[src/rtl/serial_ctl_gen2.sv]
// serial_ctl_gen2: parametrised serial shift-out controller with configurable
// SCLK divider, CPOL/CPHA mode, bit order, CS setup/hold and full-duplex MISO
// capture. All outputs come straight from registers.
module serial_ctl_gen2 #(
    parameter int DATA_W      = 32,
    parameter int HALF_PERIOD = 2,
    parameter int CPOL        = 0,
    parameter int CPHA        = 0,
    parameter int LSB_FIRST   = 0,
    parameter int CS_SETUP    = 1,
    parameter int CS_HOLD     = 1
) (
    input  logic              Clock,
    input  logic              Reset,
    input  logic              Start,
    input  logic [DATA_W-1:0] Data,
    input  logic              MISO,
    output logic              SS,
    output logic              SCLK,
    output logic              MOSI,
    output logic              Busy,
    output logic              DoneFlag,
    output logic [DATA_W-1:0] RxData,
    output logic [2:0]        CurrentStateOut
);

    localparam int TMR_W  = (HALF_PERIOD > 1) ? $clog2(HALF_PERIOD) : 1;
    localparam int CS_MAX = (CS_SETUP > CS_HOLD) ? CS_SETUP : CS_HOLD;
    localparam int HPC_W  = (CS_MAX > 1) ? $clog2(CS_MAX) : 1;
    localparam int BIT_W  = $clog2(DATA_W);

    localparam logic             IDLE_LVL   = (CPOL != 0) ? 1'b1 : 1'b0;
    localparam logic [TMR_W-1:0] TMR_LAST   = TMR_W'(HALF_PERIOD - 1);
    localparam logic [HPC_W-1:0] SETUP_LAST = HPC_W'(CS_SETUP - 1);
    localparam logic [HPC_W-1:0] HOLD_LAST  = HPC_W'(CS_HOLD - 1);
    localparam logic [BIT_W-1:0] BIT_LAST   = BIT_W'(DATA_W - 1);

    typedef enum logic [2:0] {
        ST_IDLE  = 3'd0,
        ST_SETUP = 3'd1,
        ST_LEAD  = 3'd2,
        ST_TRAIL = 3'd3,
        ST_HOLD  = 3'd4,
        ST_DONE  = 3'd5
    } state_t;

    // Bit that goes on the wire next, given the configured bit order.
    function automatic logic first_bit(input logic [DATA_W-1:0] v);
        if (LSB_FIRST != 0) begin
            first_bit = v[0];
        end else begin
            first_bit = v[DATA_W-1];
        end
    endfunction

    // Drop the bit just transmitted so the next one sits at the output end.
    function automatic logic [DATA_W-1:0] shift_tx(input logic [DATA_W-1:0] v);
        if (LSB_FIRST != 0) begin
            shift_tx = {1'b0, v[DATA_W-1:1]};
        end else begin
            shift_tx = {v[DATA_W-2:0], 1'b0};
        end
    endfunction

    // Insert a received bit so the word assembles in transmit order.
    function automatic logic [DATA_W-1:0] rx_in(input logic [DATA_W-1:0] v, input logic b);
        if (LSB_FIRST != 0) begin
            rx_in = {b, v[DATA_W-1:1]};
        end else begin
            rx_in = {v[DATA_W-2:0], b};
        end
    endfunction

    state_t            state_r, state_s;
    logic [TMR_W-1:0]  tmr_r, tmr_s;
    logic [HPC_W-1:0]  hpc_r, hpc_s;
    logic [BIT_W-1:0]  bit_r, bit_s;
    logic [DATA_W-1:0] tx_r, tx_s;
    logic [DATA_W-1:0] rx_r, rx_s;
    logic [DATA_W-1:0] rxd_r, rxd_s;
    logic              ss_r, ss_s;
    logic              sclk_r, sclk_s;
    logic              mosi_r, mosi_s;
    logic              busy_r, busy_s;
    logic              done_r, done_s;
    logic              start_prev_r;
    logic              start_rise_s;
    logic              tmr_done_s;
    logic              enter_lead_s;

    assign start_rise_s = Start & ~start_prev_r;
    assign tmr_done_s   = (tmr_r == TMR_LAST);

    // Next-state and next-output computation for the whole transfer sequence.
    always_comb begin
        state_s      = state_r;
        tmr_s        = tmr_r;
        hpc_s        = hpc_r;
        bit_s        = bit_r;
        tx_s         = tx_r;
        rx_s         = rx_r;
        rxd_s        = rxd_r;
        ss_s         = ss_r;
        sclk_s       = sclk_r;
        mosi_s       = mosi_r;
        busy_s       = busy_r;
        done_s       = 1'b0;
        enter_lead_s = 1'b0;

        case (state_r)
            ST_IDLE: begin
                tmr_s = {TMR_W{1'b0}};
                if (start_rise_s) begin
                    state_s = ST_SETUP;
                    hpc_s   = {HPC_W{1'b0}};
                    bit_s   = {BIT_W{1'b0}};
                    rx_s    = {DATA_W{1'b0}};
                    ss_s    = 1'b0;
                    busy_s  = 1'b1;
                    sclk_s  = IDLE_LVL;
                    if (CPHA == 0) begin
                        // First bit must be valid before the leading (sampling) edge.
                        mosi_s = first_bit(Data);
                        tx_s   = shift_tx(Data);
                    end else begin
                        mosi_s = 1'b0;
                        tx_s   = Data;
                    end
                end else begin
                    ss_s   = 1'b1;
                    busy_s = 1'b0;
                    sclk_s = IDLE_LVL;
                    mosi_s = 1'b0;
                end
            end
            ST_SETUP: begin
                tmr_s = tmr_done_s ? {TMR_W{1'b0}} : tmr_r + 1'b1;
                if (tmr_done_s) begin
                    if (hpc_r == SETUP_LAST) begin
                        state_s      = ST_LEAD;
                        hpc_s        = {HPC_W{1'b0}};
                        enter_lead_s = 1'b1;
                    end else begin
                        hpc_s = hpc_r + 1'b1;
                    end
                end else begin
                    hpc_s = hpc_r;
                end
            end
            ST_LEAD: begin
                tmr_s = tmr_done_s ? {TMR_W{1'b0}} : tmr_r + 1'b1;
                if (tmr_done_s) begin
                    state_s = ST_TRAIL;
                    sclk_s  = IDLE_LVL;
                    if (CPHA == 0) begin
                        // Shift the next bit on the trailing edge; keep the last bit through HOLD.
                        if (bit_r != BIT_LAST) begin
                            mosi_s = first_bit(tx_r);
                            tx_s   = shift_tx(tx_r);
                        end else begin
                            mosi_s = mosi_r;
                        end
                    end else begin
                        rx_s = rx_in(rx_r, MISO);
                    end
                end else begin
                    sclk_s = sclk_r;
                end
            end
            ST_TRAIL: begin
                tmr_s = tmr_done_s ? {TMR_W{1'b0}} : tmr_r + 1'b1;
                if (tmr_done_s) begin
                    if (bit_r == BIT_LAST) begin
                        state_s = ST_HOLD;
                        hpc_s   = {HPC_W{1'b0}};
                    end else begin
                        state_s      = ST_LEAD;
                        bit_s        = bit_r + 1'b1;
                        enter_lead_s = 1'b1;
                    end
                end else begin
                    bit_s = bit_r;
                end
            end
            ST_HOLD: begin
                tmr_s = tmr_done_s ? {TMR_W{1'b0}} : tmr_r + 1'b1;
                if (tmr_done_s) begin
                    if (hpc_r == HOLD_LAST) begin
                        state_s = ST_DONE;
                        ss_s    = 1'b1;
                        done_s  = 1'b1;
                        rxd_s   = rx_r;
                        mosi_s  = 1'b0;
                    end else begin
                        hpc_s = hpc_r + 1'b1;
                    end
                end else begin
                    hpc_s = hpc_r;
                end
            end
            ST_DONE: begin
                state_s = ST_IDLE;
                tmr_s   = {TMR_W{1'b0}};
                busy_s  = 1'b0;
            end
            default: begin
                state_s = ST_IDLE;
                tmr_s   = {TMR_W{1'b0}};
                ss_s    = 1'b1;
                sclk_s  = IDLE_LVL;
                mosi_s  = 1'b0;
                busy_s  = 1'b0;
            end
        endcase

        // Leading SCLK edge: shared by the SETUP->LEAD and TRAIL->LEAD paths.
        if (enter_lead_s) begin
            sclk_s = ~IDLE_LVL;
            if (CPHA == 0) begin
                rx_s = rx_in(rx_r, MISO);
            end else begin
                mosi_s = first_bit(tx_r);
                tx_s   = shift_tx(tx_r);
            end
        end else begin
        end
    end

    // State, datapath and output registers; Start edge detector primed high
    // so a Start already asserted at reset release is not seen as an edge.
    always_ff @(posedge Clock or posedge Reset) begin
        if (Reset) begin
            state_r      <= ST_IDLE;
            tmr_r        <= {TMR_W{1'b0}};
            hpc_r        <= {HPC_W{1'b0}};
            bit_r        <= {BIT_W{1'b0}};
            tx_r         <= {DATA_W{1'b0}};
            rx_r         <= {DATA_W{1'b0}};
            rxd_r        <= {DATA_W{1'b0}};
            ss_r         <= 1'b1;
            sclk_r       <= IDLE_LVL;
            mosi_r       <= 1'b0;
            busy_r       <= 1'b0;
            done_r       <= 1'b0;
            start_prev_r <= 1'b1;
        end else begin
            state_r      <= state_s;
            tmr_r        <= tmr_s;
            hpc_r        <= hpc_s;
            bit_r        <= bit_s;
            tx_r         <= tx_s;
            rx_r         <= rx_s;
            rxd_r        <= rxd_s;
            ss_r         <= ss_s;
            sclk_r       <= sclk_s;
            mosi_r       <= mosi_s;
            busy_r       <= busy_s;
            done_r       <= done_s;
            start_prev_r <= Start;
        end
    end

    assign SS              = ss_r;
    assign SCLK            = sclk_r;
    assign MOSI            = mosi_r;
    assign Busy            = busy_r;
    assign DoneFlag        = done_r;
    assign RxData          = rxd_r;
    assign CurrentStateOut = state_r;

endmodule
[config.mk]
export PLATFORM = sky130hd
export DESIGN_NAME = serial_ctl_gen2
export DESIGN_NICKNAME = d
export VERILOG_FILES = /design/src/rtl/serial_ctl_gen2.sv
export SDC_FILE = /design/constraint.sdc
export NUM_CORES = 1
export LEC_CHECK = 0
export BUFFER_PORTS_ARGS = -buffer_cell sky130_fd_sc_hd__buf_2
export CAP_MARGIN = 20
export CORE_MARGIN = 2
export CORE_UTILIZATION = 45
export DETAILED_ROUTE_END_ITERATION = 16
export MAX_ROUTING_LAYER = met4
export PLACE_DENSITY_LB_ADDON = 0.2
export SLEW_MARGIN = 20
export SYNTH_ARGS = -nofsm -noshare
export SYNTH_HDL_FRONTEND = slang
export SYNTH_SLANG_ARGS = --single-unit
[constraint.sdc]
create_clock -name Clock -period 8.04 [get_ports Clock]
set_input_delay 0.804 -clock Clock [delete_from_list [all_inputs] [get_ports Clock]]
set_output_delay 0.804 -clock Clock [all_outputs]
set_load 0.005 [all_outputs]
==> flow_summary.json <==
{
  "place_hpwl_microns": 4980,
  "rsz0062_at_grt": "no",
  "holdCritPathClass": "in -> async",
  "placement_rows": 36,
  "power_frac_comb": 0.036,
  "dr_wl_met3_microns": 305,
  "initial_core_util": 0.463,
  "viasPerCell": 5.22,
  "hold_viol_final": 0,
  "synth_seq_cells": 110,
  "slew_viol_final": 0,
  "synthArstFlopShare": 1.00,
  "clkTransAtPathRegs_ns": 0.10,
  "slowest_stage": "dfrtp_1",
  "p_leak_nw": 2.55,
  "irDropWorstVdd_uv": 81.9,
  "cts_hold_buf": 0,
  "clock_sinks": 110,
  "grt_start_max_net_pins": 84,
  "port_buffers": 75,
  "setup_viol": 0,
  "slew_headroom": 0.476,
  "worstPathArrival_ns": 2.67,
  "post_cts_resized": 0,
  "skew_ns": 0.00935,
  "drive_gt1_frac": 0.325,
  "status": "complete, no violations",
  "wl_met2_microns": 3760,
  "cts-root-buf": "clkbuf_8",
  "fillers": 868,
  "ant_nets": 0,
  "p_switching_uw": 216,
  "max_freq_mhz": 413,
  "finalNetCount": 464,
  "pin_count": 76,
  "internal-power_uw": 735,
  "antenna_found_initial": 0,
  "synth-edff-count": 0,
  "top_layer": "met4",
  "area_growth_pct": 15.5,
  "clk_latency_ns": 0.36,
  "dr.pass1.iters": 4,
  "cts_buffer_depth": 2,
  "power_frac_seq": 0.597,
  "drt-met1-wl_microns": 3990,
  "period_minus_slack_ns": 2.42,
  "antennaDiodeCount": 0,
  "wire_per_inst_microns": 14.4,
  "start_kind": "flip-flop",
  "end_kind": "flip-flop",
  "synth_area_sq_um": 4530,
  "fin_tns_setup_ns": 0,
  "grt_pass1_wl_microns": 14000,
  "path_max_fanout": 33,
  "grt_use_total": 0.162,
  "wirelength_microns": 8130,
  "power_density_nw_per_um2": 182,
  "max_stage_delay_ns": 0.42,
  "synth_top_cell_by_area": "dfrtp_1",
  "chipWidth_microns": 104,
  "tightest_slew_ns": 0.786,
  "path_cells": "ha_1 > and3_1 > ha_1 > and2_1 > nor3_2 > buf_4 > nor2_2 > buf_4 > a22o_1",
  "ys_seq_area_frac": 0.609,
  "pwr-share-clk": 0.367,
  "post_cts_buffers": 0,
  "gp_congestion": 0.755,
  "fp.coreArea_sq_um": 9770,
  "swShare": 0.228,
  "h-tree-depth": 3,
  "drtIter0Drc": 131,
  "die_h_microns": 104,
  "synth_nets": 399,
  "cts_tree": "built",
  "final_util": 0.535,
  "first_global_vias": 2939,
  "die-area_sq_um": 10900,
  "maxCapViolations": 0,
  "yosysTopAreaCellShare": 0.597,
  "ys_dominant_reg_cell": "dfrtp_1",
  "worst-endpoint-required_ns": 8.29,
  "multiInputGateArea_sq_um": 1640,
  "synth_warnings": 0,
  "crit_type": "reg -> reg",
  "synthDistinctLibCells": 34,
  "numCtsBuffers": 9,
  "vias": 2944,
  "postSynthCellCount": 361,
  "syn_area_per_cell_sq_um": 12.5,
  "regArea_sq_um": 2760,
  "yosys-top-cells-area": "dfrtp_1, mux2_2, mux2i_1",
  "finalPower_uw": 951,
  "post-route-period-util": 0.301,
  "grt.overflow.total": 0,
  "drc": 0
}
==> power by group through the flow <==
stage,Sequential [mW],Combinational [mW],Clock [mW]
global placement,0.578,0.0343,0
detailed placement,0.578,0.0352,0
floorplan,0.577,0.0205,0
CTS,0.568,0.0352,0.366
finish,0.568,0.0338,0.349
global route,0.569,0.0395,0.385
==> stage by stage <==
step                std cells  hold slack, ns  cell area (sq um)  setup WS (ns)
floorplan                 361           0.461               4530           4.34
global placement          548           0.481               5010           5.63
detailed placement        548           0.483               5010           5.58
CTS                       564           0.390               5220           5.61
global route              564           0.416               5230           5.46
finish                    564           0.404               5230           5.62
==> synth_stat cells, drive strengths merged (2+ instances only) <==
library cell and count:
a21o 2, a21oi 37, a22o 34, and3 3, buf 13, clkbuf 13, dfrtp 108, dfstp 2
ha 2, inv 8, mux2 34, mux2i 30, nand2 6, nand3 2, nand3b 2, nand4 2
nor2 37, nor3 3, nor3b 2, o21ai 8, xnor2 2
==> placed cells by master, fill, tap and decap left out, drive strengths merged, types with 2 or more instances in the layout <==
cell	instances
a21o	2
a21oi	37
a22o	34
and3	3
buf	80
clkbuf	10
dfrtp	108
dfstp	2
ha	2
inv	11
mux2	34
mux2i	30
nand2	6
nand3	2
nand3b	2
nand4	2
nor2	37
nor3	3
nor3b	2
o21ai	8
xnor2	2
==> worst paths after layout <==
| path | endpoint | startpoint | depth (start not counted) | slack, ns |
|---|---|---|---|---|
| hold reg to reg | RxData[8]$_DFFE_PP0P_ | RxData[8]$_DFFE_PP0P_ | 1 | 0.51 |
| setup reg to reg | rx_r[5]$_DFFE_PP0P_ | bit_r[0]$_DFFE_PP0P_ | 9 | 5.62 |
| hold / removal | tx_r[1]$_DFFE_PP0P_ | Reset | 2 | 0.40 |
| max in group asynchronous | tmr_done_s$_DFF_PP0_ | Reset | 3 | 6.62 |
| setup / recovery | rx_r[5]$_DFFE_PP0P_ | bit_r[0]$_DFFE_PP0P_ | 9 | 5.62 |
| min in group Clock | RxData[8]$_DFFE_PP0P_ | RxData[8]$_DFFE_PP0P_ | 1 | 0.51 |
==> metal layers <==
| layer | vias up | track usage |
|---|---|---|
| met4 | 0 | 0.0550 |
| li1 | 1427 | - |
| met2 | 51 | 0.246 |
| met5 | - | - |
| met3 | 9 | 0.0370 |
| met1 | 1457 | 0.217 |
==> layout make-up <==
type,instances,share of cell area
repair buffers,80,0.0797
clock inverters,6,0.0144
inverters,8,0.00622
flip-flops and latches,110,0.527
clock buffers,10,0.0263
multi-input cells,217,0.315
well taps,133,0.0318
==> state kept, by name (all words and copies together), names as in the netlist <==
signal and flops:
Busy 1, CurrentStateOut 3, DoneFlag 1, MOSI 1, RxData 32, SCLK 1, SS 1, bit_r 5
rx_r 32, start_prev_r 1, tmr_done_s 1, tx_r 31
==> worst max-delay path: cells and delay by family (launching register included) <==
kind                     cells  cell delay, ns
adder cells (fa/ha/maj)      2            0.45
AND/OR/NAND/NOR              4            0.60
flip-flops                   1            0.42
AO/OA/AOI/OAI                1            0.21
buffers and inverters        2            0.62
==> cell families after synthesis <==
family	share of synthesized area
XOR/XNOR	0.00387
multiplexers	0.151
AO/OA/AOI/OAI	0.134
buffers and inverters	0.0315
AND/OR/NAND/NOR	0.0652
adder cells (fa/ha/maj)	0.00553
flip-flops	0.609
No activity file was read; power rests on OpenSTA's default activity.
